File: src/rtl/game_pkg.sv
// Shared definitions for the paddle/ball game sequencer.
// State codes are fixed so the debug/display state port keeps a stable encoding.
package game_pkg;

    localparam int unsigned STATE_W = 3;

    typedef enum logic [STATE_W-1:0] {
        ST_IDLE  = 3'd0,
        ST_SERVE = 3'd1,
        ST_PLAY  = 3'd2,
        ST_LOSE  = 3'd3,
        ST_OVER  = 3'd4,
        ST_PAUSE = 3'd5
    } state_t;

endpackage

File: src/rtl/game_sequencer_if.sv
// Button/collision inputs and mover/display outputs of the game sequencer.
//   master : environment side (drives buttons and collision sources)
//   slave  : sequencer side (drives mover enables, strobes, lives and state)
interface game_sequencer_if #(
    parameter int unsigned LIVES_W = 2
);
    logic                        pb1;
    logic                        pb2;
    logic                        collision;
    logic                        paddlegone;
    logic                        move_carpet;
    logic                        move_ball;
    logic                        move_paddle;
    logic                        load_random;
    logic                        dec_lives;
    logic                        load_lives;
    logic                        paddle_hide;
    logic [LIVES_W-1:0]          lives;
    logic [game_pkg::STATE_W-1:0] state;

    modport master (
        output pb1, pb2, collision, paddlegone,
        input  move_carpet, move_ball, move_paddle, load_random, dec_lives,
               load_lives, paddle_hide, lives, state
    );

    modport slave (
        input  pb1, pb2, collision, paddlegone,
        output move_carpet, move_ball, move_paddle, load_random, dec_lives,
               load_lives, paddle_hide, lives, state
    );
endinterface

File: src/rtl/sec_timer.sv
// Seconds timer: prescaler 0..TICK_DIV-1 feeding a seconds counter that
// saturates at SECS_MAX.
//   clk, rst_n : clock, async active-low reset
//   i_clear    : synchronous clear (wins over enable)
//   i_enable   : count this cycle
//   o_secs     : whole seconds elapsed
//   o_last_c   : this enabled cycle completes second SECS_MAX
module sec_timer #(
    parameter  int unsigned TICK_DIV = 50_000_000,
    parameter  int unsigned SECS_MAX = 4,
    localparam int unsigned PRE_W    = (TICK_DIV > 1) ? $clog2(TICK_DIV) : 1,
    localparam int unsigned SEC_W    = $clog2(SECS_MAX + 1)
) (
    input  logic             clk,
    input  logic             rst_n,
    input  logic             i_clear,
    input  logic             i_enable,
    output logic [SEC_W-1:0] o_secs,
    output logic             o_last_c
);

    logic [PRE_W-1:0] r_pre;
    logic [SEC_W-1:0] r_secs;
    logic             w_sat;
    logic             w_wrap;

    assign w_sat  = (r_secs == SEC_W'(SECS_MAX));
    assign w_wrap = (r_pre == PRE_W'(TICK_DIV - 1));

    // Prescaler and seconds counter; frozen once saturated.
    always_ff @(posedge clk or negedge rst_n) begin
        if (!rst_n) begin
            r_pre  <= '0;
            r_secs <= '0;
        end else if (i_clear) begin
            r_pre  <= '0;
            r_secs <= '0;
        end else if (i_enable && !w_sat) begin
            if (w_wrap) begin
                r_pre  <= '0;
                r_secs <= r_secs + SEC_W'(1);
            end else begin
                r_pre  <= r_pre + PRE_W'(1);
            end
        end
    end

    assign o_secs   = r_secs;
    assign o_last_c = i_enable && !w_sat && w_wrap && (r_secs == SEC_W'(SECS_MAX - 1));

endmodule

File: src/rtl/game_sequencer.sv
// Registered top-level sequencer for the paddle/ball game: state register,
// serve timer, lives counter and button edge detection, decoding mover
// enables and strobes from the current state.
//   clk, rst_n : clock, async active-low reset
//   bus        : game_sequencer_if.slave (pb1, pb2, collision, paddlegone in;
//                move_*, load_random, dec_lives, load_lives, paddle_hide,
//                lives, state out)
// Optional feature: define GAME_PAUSE_EN to add the PAUSE state (pb2 toggles
// pause from PLAY, pb1 in PAUSE aborts to OVER). Otherwise pb2 is ignored.
module game_sequencer
    import game_pkg::*;
#(
    parameter int unsigned TICK_DIV   = 50_000_000,
    parameter int unsigned SERVE_SECS = 4,
    parameter int unsigned LIVES_INIT = 3,
    parameter int unsigned LIVES_W    = 2
) (
    input  logic                 clk,
    input  logic                 rst_n,
    game_sequencer_if.slave      bus
);

    localparam int unsigned SEC_W = $clog2(SERVE_SECS + 1);

    state_t             r_state;
    state_t             w_state_next;
    logic               r_entry;
    logic [LIVES_W-1:0] r_lives;
    logic               r_pb1_d;
    logic               w_pb1_rise;
    logic               w_pb2_rise;
    logic               w_loss;
    logic [SEC_W-1:0]   w_secs;
    logic               w_sec_last_c;

    // Button edge detection: a held button acts only once.
`ifdef GAME_PAUSE_EN
    logic r_pb2_d;
    always_ff @(posedge clk or negedge rst_n) begin
        if (!rst_n) r_pb2_d <= 1'b0;
        else        r_pb2_d <= bus.pb2;
    end
    assign w_pb2_rise = bus.pb2 && !r_pb2_d;
`else
    logic w_pb2_unused;
    assign w_pb2_unused = bus.pb2;
    assign w_pb2_rise   = 1'b0;
`endif

    always_ff @(posedge clk or negedge rst_n) begin
        if (!rst_n) r_pb1_d <= 1'b0;
        else        r_pb1_d <= bus.pb1;
    end
    assign w_pb1_rise = bus.pb1 && !r_pb1_d;

    // Simultaneous collision and paddle loss count as a single loss.
    assign w_loss = bus.collision || bus.paddlegone;

    // Serve timer: cleared on every state change, counts only while serving.
    sec_timer #(
        .TICK_DIV (TICK_DIV),
        .SECS_MAX (SERVE_SECS)
    ) u_sec_timer (
        .clk      (clk),
        .rst_n    (rst_n),
        .i_clear  (w_state_next != r_state),
        .i_enable (r_state == ST_SERVE),
        .o_secs   (w_secs),
        .o_last_c (w_sec_last_c)
    );

    // State register plus first-cycle-of-state flag for entry strobes.
    always_ff @(posedge clk or negedge rst_n) begin
        if (!rst_n) begin
            r_state <= ST_IDLE;
            r_entry <= 1'b1;
        end else begin
            r_state <= w_state_next;
            r_entry <= (w_state_next != r_state);
        end
    end

    // Lives: reloaded throughout IDLE, decremented (saturating) in LOSE.
    always_ff @(posedge clk or negedge rst_n) begin
        if (!rst_n) begin
            r_lives <= LIVES_W'(LIVES_INIT);
        end else if (r_state == ST_IDLE) begin
            r_lives <= LIVES_W'(LIVES_INIT);
        end else if ((r_state == ST_LOSE) && (r_lives != '0)) begin
            r_lives <= r_lives - LIVES_W'(1);
        end
    end

    // Next-state and Moore output decode.
    always_comb begin
        w_state_next    = r_state;
        bus.move_carpet = 1'b0;
        bus.move_ball   = 1'b0;
        bus.move_paddle = 1'b0;
        bus.load_random = 1'b0;
        bus.dec_lives   = 1'b0;
        bus.load_lives  = 1'b0;
        bus.paddle_hide = 1'b0;

        case (r_state)
            ST_IDLE: begin
                bus.load_lives  = 1'b1;
                bus.paddle_hide = 1'b1;
                if (w_pb1_rise) w_state_next = ST_SERVE;
            end
            ST_SERVE: begin
                bus.load_random = r_entry;
                bus.move_paddle = 1'b1;
                bus.move_carpet = 1'b1;
                // Saturated-count check is a guard; normal release is on the last tick.
                if (w_sec_last_c || (w_secs == SEC_W'(SERVE_SECS))) w_state_next = ST_PLAY;
            end
            ST_PLAY: begin
                bus.move_ball   = 1'b1;
                bus.move_paddle = 1'b1;
                bus.move_carpet = 1'b1;
                bus.paddle_hide = bus.paddlegone;
                if (w_loss)          w_state_next = ST_LOSE;
                else if (w_pb2_rise) w_state_next = ST_PAUSE;
            end
            ST_LOSE: begin
                bus.dec_lives = 1'b1;
                if (r_lives <= LIVES_W'(1)) w_state_next = ST_OVER;
                else                        w_state_next = ST_SERVE;
            end
            ST_OVER: begin
                bus.paddle_hide = 1'b1;
                if (w_pb1_rise) w_state_next = ST_IDLE;
            end
`ifdef GAME_PAUSE_EN
            ST_PAUSE: begin
                if (w_pb1_rise)      w_state_next = ST_OVER;
                else if (w_pb2_rise) w_state_next = ST_PLAY;
            end
`endif
            default: w_state_next = ST_IDLE;
        endcase
    end

    assign bus.lives = r_lives;
    assign bus.state = r_state;

endmodule

File: src/flat_wrapper.sv
// flat-port wrapper written by rule: the top's interface ports become plain ports
module game_sequencer_flat import game_pkg::*;
#(
    parameter int unsigned TICK_DIV   = 50_000_000,
    parameter int unsigned SERVE_SECS = 4,
    parameter int unsigned LIVES_INIT = 3,
    parameter int unsigned LIVES_W    = 2
)
  (clk, rst_n, bus_pb1, bus_pb2, bus_collision, bus_paddlegone, bus_move_carpet, bus_move_ball, bus_move_paddle, bus_load_random, bus_dec_lives, bus_load_lives, bus_paddle_hide, bus_lives, bus_state);
  game_sequencer_if #(.LIVES_W(LIVES_W)) bus_i ();
  input  logic clk;
  input  logic rst_n;
  input wire logic [$bits(bus_i.pb1)-1:0] bus_pb1;
  input wire logic [$bits(bus_i.pb2)-1:0] bus_pb2;
  input wire logic [$bits(bus_i.collision)-1:0] bus_collision;
  input wire logic [$bits(bus_i.paddlegone)-1:0] bus_paddlegone;
  output wire logic [$bits(bus_i.move_carpet)-1:0] bus_move_carpet;
  output wire logic [$bits(bus_i.move_ball)-1:0] bus_move_ball;
  output wire logic [$bits(bus_i.move_paddle)-1:0] bus_move_paddle;
  output wire logic [$bits(bus_i.load_random)-1:0] bus_load_random;
  output wire logic [$bits(bus_i.dec_lives)-1:0] bus_dec_lives;
  output wire logic [$bits(bus_i.load_lives)-1:0] bus_load_lives;
  output wire logic [$bits(bus_i.paddle_hide)-1:0] bus_paddle_hide;
  output wire logic [$bits(bus_i.lives)-1:0] bus_lives;
  output wire logic [$bits(bus_i.state)-1:0] bus_state;
  assign bus_i.pb1 = bus_pb1;
  assign bus_i.pb2 = bus_pb2;
  assign bus_i.collision = bus_collision;
  assign bus_i.paddlegone = bus_paddlegone;
  assign bus_move_carpet = bus_i.move_carpet;
  assign bus_move_ball = bus_i.move_ball;
  assign bus_move_paddle = bus_i.move_paddle;
  assign bus_load_random = bus_i.load_random;
  assign bus_dec_lives = bus_i.dec_lives;
  assign bus_load_lives = bus_i.load_lives;
  assign bus_paddle_hide = bus_i.paddle_hide;
  assign bus_lives = bus_i.lives;
  assign bus_state = bus_i.state;
  game_sequencer #(.TICK_DIV(TICK_DIV), .SERVE_SECS(SERVE_SECS), .LIVES_INIT(LIVES_INIT), .LIVES_W(LIVES_W)) u_core (.clk(clk), .rst_n(rst_n), .bus(bus_i));
endmodule
File: config.mk
export PLATFORM = sky130hd
export DESIGN_NAME = game_sequencer_flat
export DESIGN_NICKNAME = d
export VERILOG_FILES = /design/src/rtl/game_pkg.sv /design/src/rtl/game_sequencer_if.sv /design/src/rtl/sec_timer.sv /design/src/rtl/game_sequencer.sv /design/src/flat_wrapper.sv
export SDC_FILE = /design/constraint.sdc
export NUM_CORES = 1
export LEC_CHECK = 0
export ABC_CLOCK_PERIOD_IN_PS = 2730
export BUFFER_PORTS_ARGS = -buffer_cell sky130_fd_sc_hd__buf_2
export CORE_AREA = 3 3 66 68
export CTS_CLUSTER_SIZE = 8
export DETAILED_ROUTE_END_ITERATION = 16
export DIE_AREA = 0 0 69 71
export GPL_TIMING_DRIVEN = 0
export PLACE_DENSITY = 0.73
export SYNTH_ARGS = -nofsm -noshare
export SYNTH_HDL_FRONTEND = slang
export SYNTH_SLANG_ARGS = --single-unit
File: constraint.sdc
create_clock -name clk -period 2.73 [get_ports clk]
set_input_delay 0.273 -clock clk [delete_from_list [all_inputs] [get_ports clk]]
set_output_delay 0.273 -clock clk [all_outputs]
set_load 0.02 [all_outputs]
# After elaboration in Yosys (flattened, before gate mapping)
# Index checks and enable logic that the tools add are counted.
# W data, S select, Z words.
[word_totals]
regBits = 36
latch_bits = 0
ram_bits = 0
mem_bits_ro = 0
in_bits = 6
word_cells = 55
memories = 0
[classes]
addsub = 3
multipliers = 0
n_div = 0
magnitude_cmp = 1
n_eq_ne = 8
n_shift = 0
n_mux = 20
bitwise_logic = 0
n_reduce_logical = 17
[op_table]
columns = ["cell", "n"]
rows = [
  ["$mux W26", 3],
  ["$add A26 B1 Y26 const B", 1],
  ["$eq A26 B26 Y1 const B", 1],
  ["$mux W3", 8],
  ["$pmux W3 S5", 1],
  ["$eq A3 B2 Y1 const B", 3],
  ["$reduce_bool A2 Y1", 4],
  ["$eq A3 B3 Y1 const B", 2],
  ["$logic_and A1 B1 Y1", 5],
  ["$mux W1", 5],
  ["$mux W2", 2],
  ["$reduce_or A2 Y1", 2],
  ["$add A3 B1 Y3 const B", 1],
  ["$eq A3 B1 Y1 const B", 1],
  ["$logic_not A3 Y1", 1],
  ["$ne A3 B3 Y1", 1],
  ["$le A2 B1 Y1 const B", 1],
  ["$logic_not A1 Y1", 2],
  ["$logic_or A1 B1 Y1", 2],
  ["$pmux W1 S2", 1],
  ["$reduce_and A2 Y1", 1],
  ["$sub A2 B1 Y2 const B", 1],
]

# Longest topological paths before layout
[depth]
ltp_word = 11
depth_mapped = 8

# Cells and area by module
# A second synthesis with hierarchy kept.
[hier_totals]
cells_unflattened = 212
area_unflattened_um2 = 2038.2
[modules_own_cells]
columns = ["mod", "instances", "cells_per_inst", "area_per_inst_um2"]
rows = [
  ["sec_timer", 1, 171, 1639.1],
  ["game_sequencer", 1, 41, 399.1],
]

# Least setup slack after synthesis
# Ideal clock, no wire load.
[synth_path]
path_type = "reg-to-reg"
startpoint = "register u_core.r_state[2] (netlist: u_core.bus.state[2])"
endpoint = "register u_core.u_sec_timer.r_pre[14]"
setup_time_ns = 0.077
t_arrival_ns = 1.749
required_time_ns = 2.653
path_slack_ns = 0.904
stages_incl_launch_ff = 8
n_path_buf = 2
synth_period_minus_slack_ns = 1.826
path_cell_list = "dfrtp_1 -> buf_2 -> nor3_2 -> nand3_1 -> o21a_1 -> o21bai_1 -> buf_2 -> a21oi_1"
[synth_via]
elab_chain_cells = 9
elab_cells_between_ends = 17
[synth_lines]
columns = ["item", "line", "source"]
rows = [
  ["from (decl)", "game_sequencer.sv:25", "state_t r_state;"],
  ["from (signal assigned)", "game_sequencer.sv:78", "r_state <= w_state_next;"],
  ["$eq A3 B1 Y1", "game_sequencer.sv:67, game_sequencer.sv:105", ""],
  ["$logic_and A1 B1 Y1", "sec_timer.sv:38, sec_timer.sv:49", ""],
  ["$logic_and A1 B1 Y1 (2 in a row)", "sec_timer.sv:49", "assign o_last_c = i_enable && !w_sat && w_wrap && (r_secs == SEC_W'(SECS_MAX - 1));"],
  ["$logic_or A1 B1 Y1", "game_sequencer.sv:116", "if (w_sec_last_c || (w_secs == SEC_W'(SERVE_SECS))) w_state_next = ST_PLAY;"],
  ["$mux W3", "game_sequencer.sv:116", ""],
  ["$pmux W3 S5", "game_sequencer.sv:105", "case (r_state)"],
  ["$ne A3 B3 Y1", "game_sequencer.sv:66", ".i_clear (w_state_next != r_state),"],
  ["$mux W26 / $reduce_bool A2 Y1 (equally long branches)", "--", ""],
  ["to (signal assigned)", "sec_timer.sv:43", "r_pre <= r_pre + PRE_W'(1);"],
  ["to (decl)", "sec_timer.sv:22", "logic [PRE_W-1:0] r_pre;"],
]
# Parallel ways exist; a longest one is shown, timed or not.
# A chain may end at the register's enable or synchronous reset.

# Worst setup path in the final report
[layout_path]
startpoint = "register u_core.u_sec_timer.r_pre[18]"
endpoint = "register u_core.u_sec_timer.r_pre[14]"
[layout_via]
elab_chain_cells = 8
elab_cells_between_ends = 11
[layout_lines]
columns = ["item", "line", "source"]
rows = [
  ["$eq A26 B26 Y1 (*)", "sec_timer.sv:28", "assign w_wrap = (r_pre == PRE_W'(TICK_DIV - 1));"],
  ["$logic_and A1 B1 Y1 (2 in a row)", "sec_timer.sv:49", ""],
  ["$logic_or A1 B1 Y1", "game_sequencer.sv:116", ""],
  ["$mux W3", "game_sequencer.sv:116", ""],
  ["$pmux W3 S5", "game_sequencer.sv:105", ""],
  ["$ne A3 B3 Y1", "game_sequencer.sv:66", ""],
  ["$mux W26 / $reduce_bool A2 Y1 (equally long branches)", "--", ""],
]
# Every way passes the cells marked *; elsewhere a longest branch is shown, timed or not. The select of a mux whose other input is x is not followed.

==> flow_summary.yaml <==
critical_path:
  crit_path_max_incr_delay_ps: 440
  number_of_buffers_and_inverters_on_the_critical_path: 1
  path_delay_family: "simple AND/OR/NAND/NOR gates"
  critical_path.cell_chain: "nor4bb_1, and4bb_2, nand2_1, o21bai_1, buf_2, a21oi_1"
  worst_path_max_delay_cell: "dfrtp_1"
  worst-setup-path-type: "register to register"
  cp_data_required_time_ps: 2900
  kind_of_start_point_of_the_critical_path: "register"
  critical_path.endpoint_type: "register"
  critPathMaxFanout: 10
  critical_path_arrival_ps: 2440
logic_synthesis:
  synth_sequential_area_ratio: 0.434
  synth_warnings: 0
  synth-edff-count: 0
  synthesis.area_sq_um: 2090
  synth-seq-cells: 36
  synth_top_area_cell: "dfrtp_1"
  ys_types: 40
  synthArstFlopShare: 1.00
  ys_dominant_reg_cell: "dfrtp_1"
  synth_top_area_frac: 0.396
  syn_avg_cell_area_sq_um: 9.15
  synth.area.top_cells: "dfrtp_1, a21oi_1, xor2_1"
  synthCells: 228
  mappedNetlistNets: 240
global_route:
  grt_util_all_layers: 0.193
  global_route_wire_length_before_repair_um: 7560
  antenna_found_initial: 0
  via_count_of_the_first_global_routing_pass: 1598
  maximum_number_of_pins_on_one_net_before_global_route_repair: 37
  globalRouteOverflowTotal: 0
clocking:
  clk_pin_slew_ps: 80
  htreeDepth: 2
  cts_hold_buf: 0
  post_cts.repair.setup_buffers: 0
  clock_tree.buffer_depth: 2
  worstSkewPairLatency_ps: 300
  cts-resized-gates: 0
  root_buffer: "clkbuf_8"
  cts_made_buffers: 5
  tritoncts: "yes"
  cts_num_sinks: 36
timing:
  clock-skew-final_ps: 11.9
  slew-limit-headroom: 0.468
  timing.final.max_slew_violations: 0
  setup_tns_ps: 0
  final-setup-viol-count: 0
  final.period_utilization: 0.830
  worst_path_setup_slack_after_routing_ps: 463
  tightest_slew_ps: 798
  fmax_ghz: 0.441
  report.final.hold_viol_count: 0
  rsz_0062_raised_after_global_routing: "false"
  final_period_minus_worst_setup_slack_ps: 2270
final_layout:
  final_cell_area_sq_um: 2320
  commonest_cells_after_routing_fill_and_taps_aside: "dfrtp_1, buf_2, a21oi_1"
  mostFrequentLayoutCell: "dfrtp_1"
  syn2layout_area_growth_pct: 11.0
  diodes: 0
  proportion_of_layout_cells_with_a_drive_suffix_above_1: 0.167
  layout.nets: 263
  fill_cells: 374
floorplanning:
  floorplan.die_area_sq_um: 4900
  start_util: 0.533
  chipHeight_um: 71
  floorplan.die.width_um: 69
  number_of_cell_rows: 23
  floorplan.io_pins: 18
  floorplan.core_area_sq_um: 3910
run:
  maxcap_violations: 0
placement:
  detailedPlacementHpwl_um: 3130
  numPortBuffers: 16
  replace_congestion: 0.765
  post-place-ws_ps: 493
  detailed_place.area_sq_um: 2230
detailed_routing:
  viasPerCell: 5.62
  dr.pass1.iters: 4
  routed_wire_length_per_instance_um: 14.6
  drt.antenna.violating_nets: 0
  drcViolationCount: 0
  detail_route.wirelength_um: 4400
  vias_after_detailed_routing: 1697
  detailedRoute.firstIterationViolations: 146
power_and_ir_drop:
  worst_vdd_drop_v: 0.000344
  powerDensity_nw_per_um2: 564
  power.leakage_nw: 1.03
hold_path:
  holdCritPathClass: "primary input to asynchronous set/reset pin"
run_status:
  outcome: "finished clean"
-- metal layers --
| layer | part of all wire | track usage | routed length [um] |
|---|---|---|---|
| met3 | 0.039 | 0.0526 | 173 |
| met1 | 0.49 | 0.261 | 2130 |
| met2 | 0.46 | 0.302 | 2020 |
| met5 | 0 | 0 | 0 |
| met4 | 0.015 | 0.0651 | 66 |
-- per-stage QoR --
stage | util | instances | power, mW | hold WS (ps)
floorplan | - | 228 | 0.844 | -22.6
global placement | 0.569 | 294 | 0.933 | 397
detailed placement | 0.569 | 294 | 0.938 | 408
CTS | 0.592 | 302 | 1.32 | 76.3
global route | 0.592 | 302 | 1.39 | 103
finish | 0.592 | 302 | 1.31 | 53.5
-- power breakdown --
part	internal, mW	total [mW]	switching (mW)
Clock	0.178	0.379	0.201
Combinational	0.108	0.311	0.203
Sequential	0.578	0.616	0.0376
-- flip-flops by register name (all words and copies together), names as in the netlist --
name and count:
u_core.bus.lives 2, u_core.r_pb1_d 1, u_core.bus.state 3, u_core.u_sec_timer.o_secs 3
u_core.u_sec_timer.r_pre 26, u_core.r_entry 1
-- path summary, 6_finish.rpt --
path	startpoint	endpoint	slack (ps)	cells after the start
worst max register to register	u_core.u_sec_timer.r_pre[18]	u_core.u_sec_timer.r_pre[14]	460	6
max in group asynchronous	rst_n	u_core.u_sec_timer.r_pre[10]	2160	1
worst min register to register	u_core.bus.lives[0]	u_core.bus.lives[0]	550	2
worst max-delay path	u_core.u_sec_timer.r_pre[18]	u_core.u_sec_timer.r_pre[14]	460	6
min in group clk	bus_pb1	u_core.r_pb1_d	110	1
worst min-delay path	rst_n	u_core.u_sec_timer.r_pre[21]	50	1
-- final cells by class --
class / count / area [sq um] / share of cell area
clock inverter: 3 / 18.8 / 0.00810
clock buffer: 5 / 68.8 / 0.0297
multi-input combinational: 173 / 1090 / 0.472
timing repair buffer: 16 / 80.1 / 0.0346
tap: 50 / 62.6 / 0.0270
sequential: 36 / 905 / 0.391
buffer: 9 / 51.3 / 0.0222
inverter: 10 / 37.5 / 0.0162
-- cell families after synthesis --
family          synth area share
buf+inv                   0.0426
xor+xnor                  0.0546
simple gates               0.256
mux                      0.00660
fa+ha+maj                 0.0360
flops                      0.434
compound gates             0.171
-- Yosys cell counts, types with 3 or more instances --
cell       number
a21oi_1        21
and2_1          5
and3_1          3
and4_1          5
buf_2           5
buf_4           3
dfrtp_1        33
dfstp_2         3
ha_1            6
inv_1          10
nand2_1        16
nand2b_1        3
nand3_1        14
nand4_1         8
nor2_1         16
nor3_1          3
o2111ai_1       3
o21a_1          3
o21ai_0        19
o21bai_1        3
or3_1          12
xor2_1         11
Power figures use the tool's default switching activity.
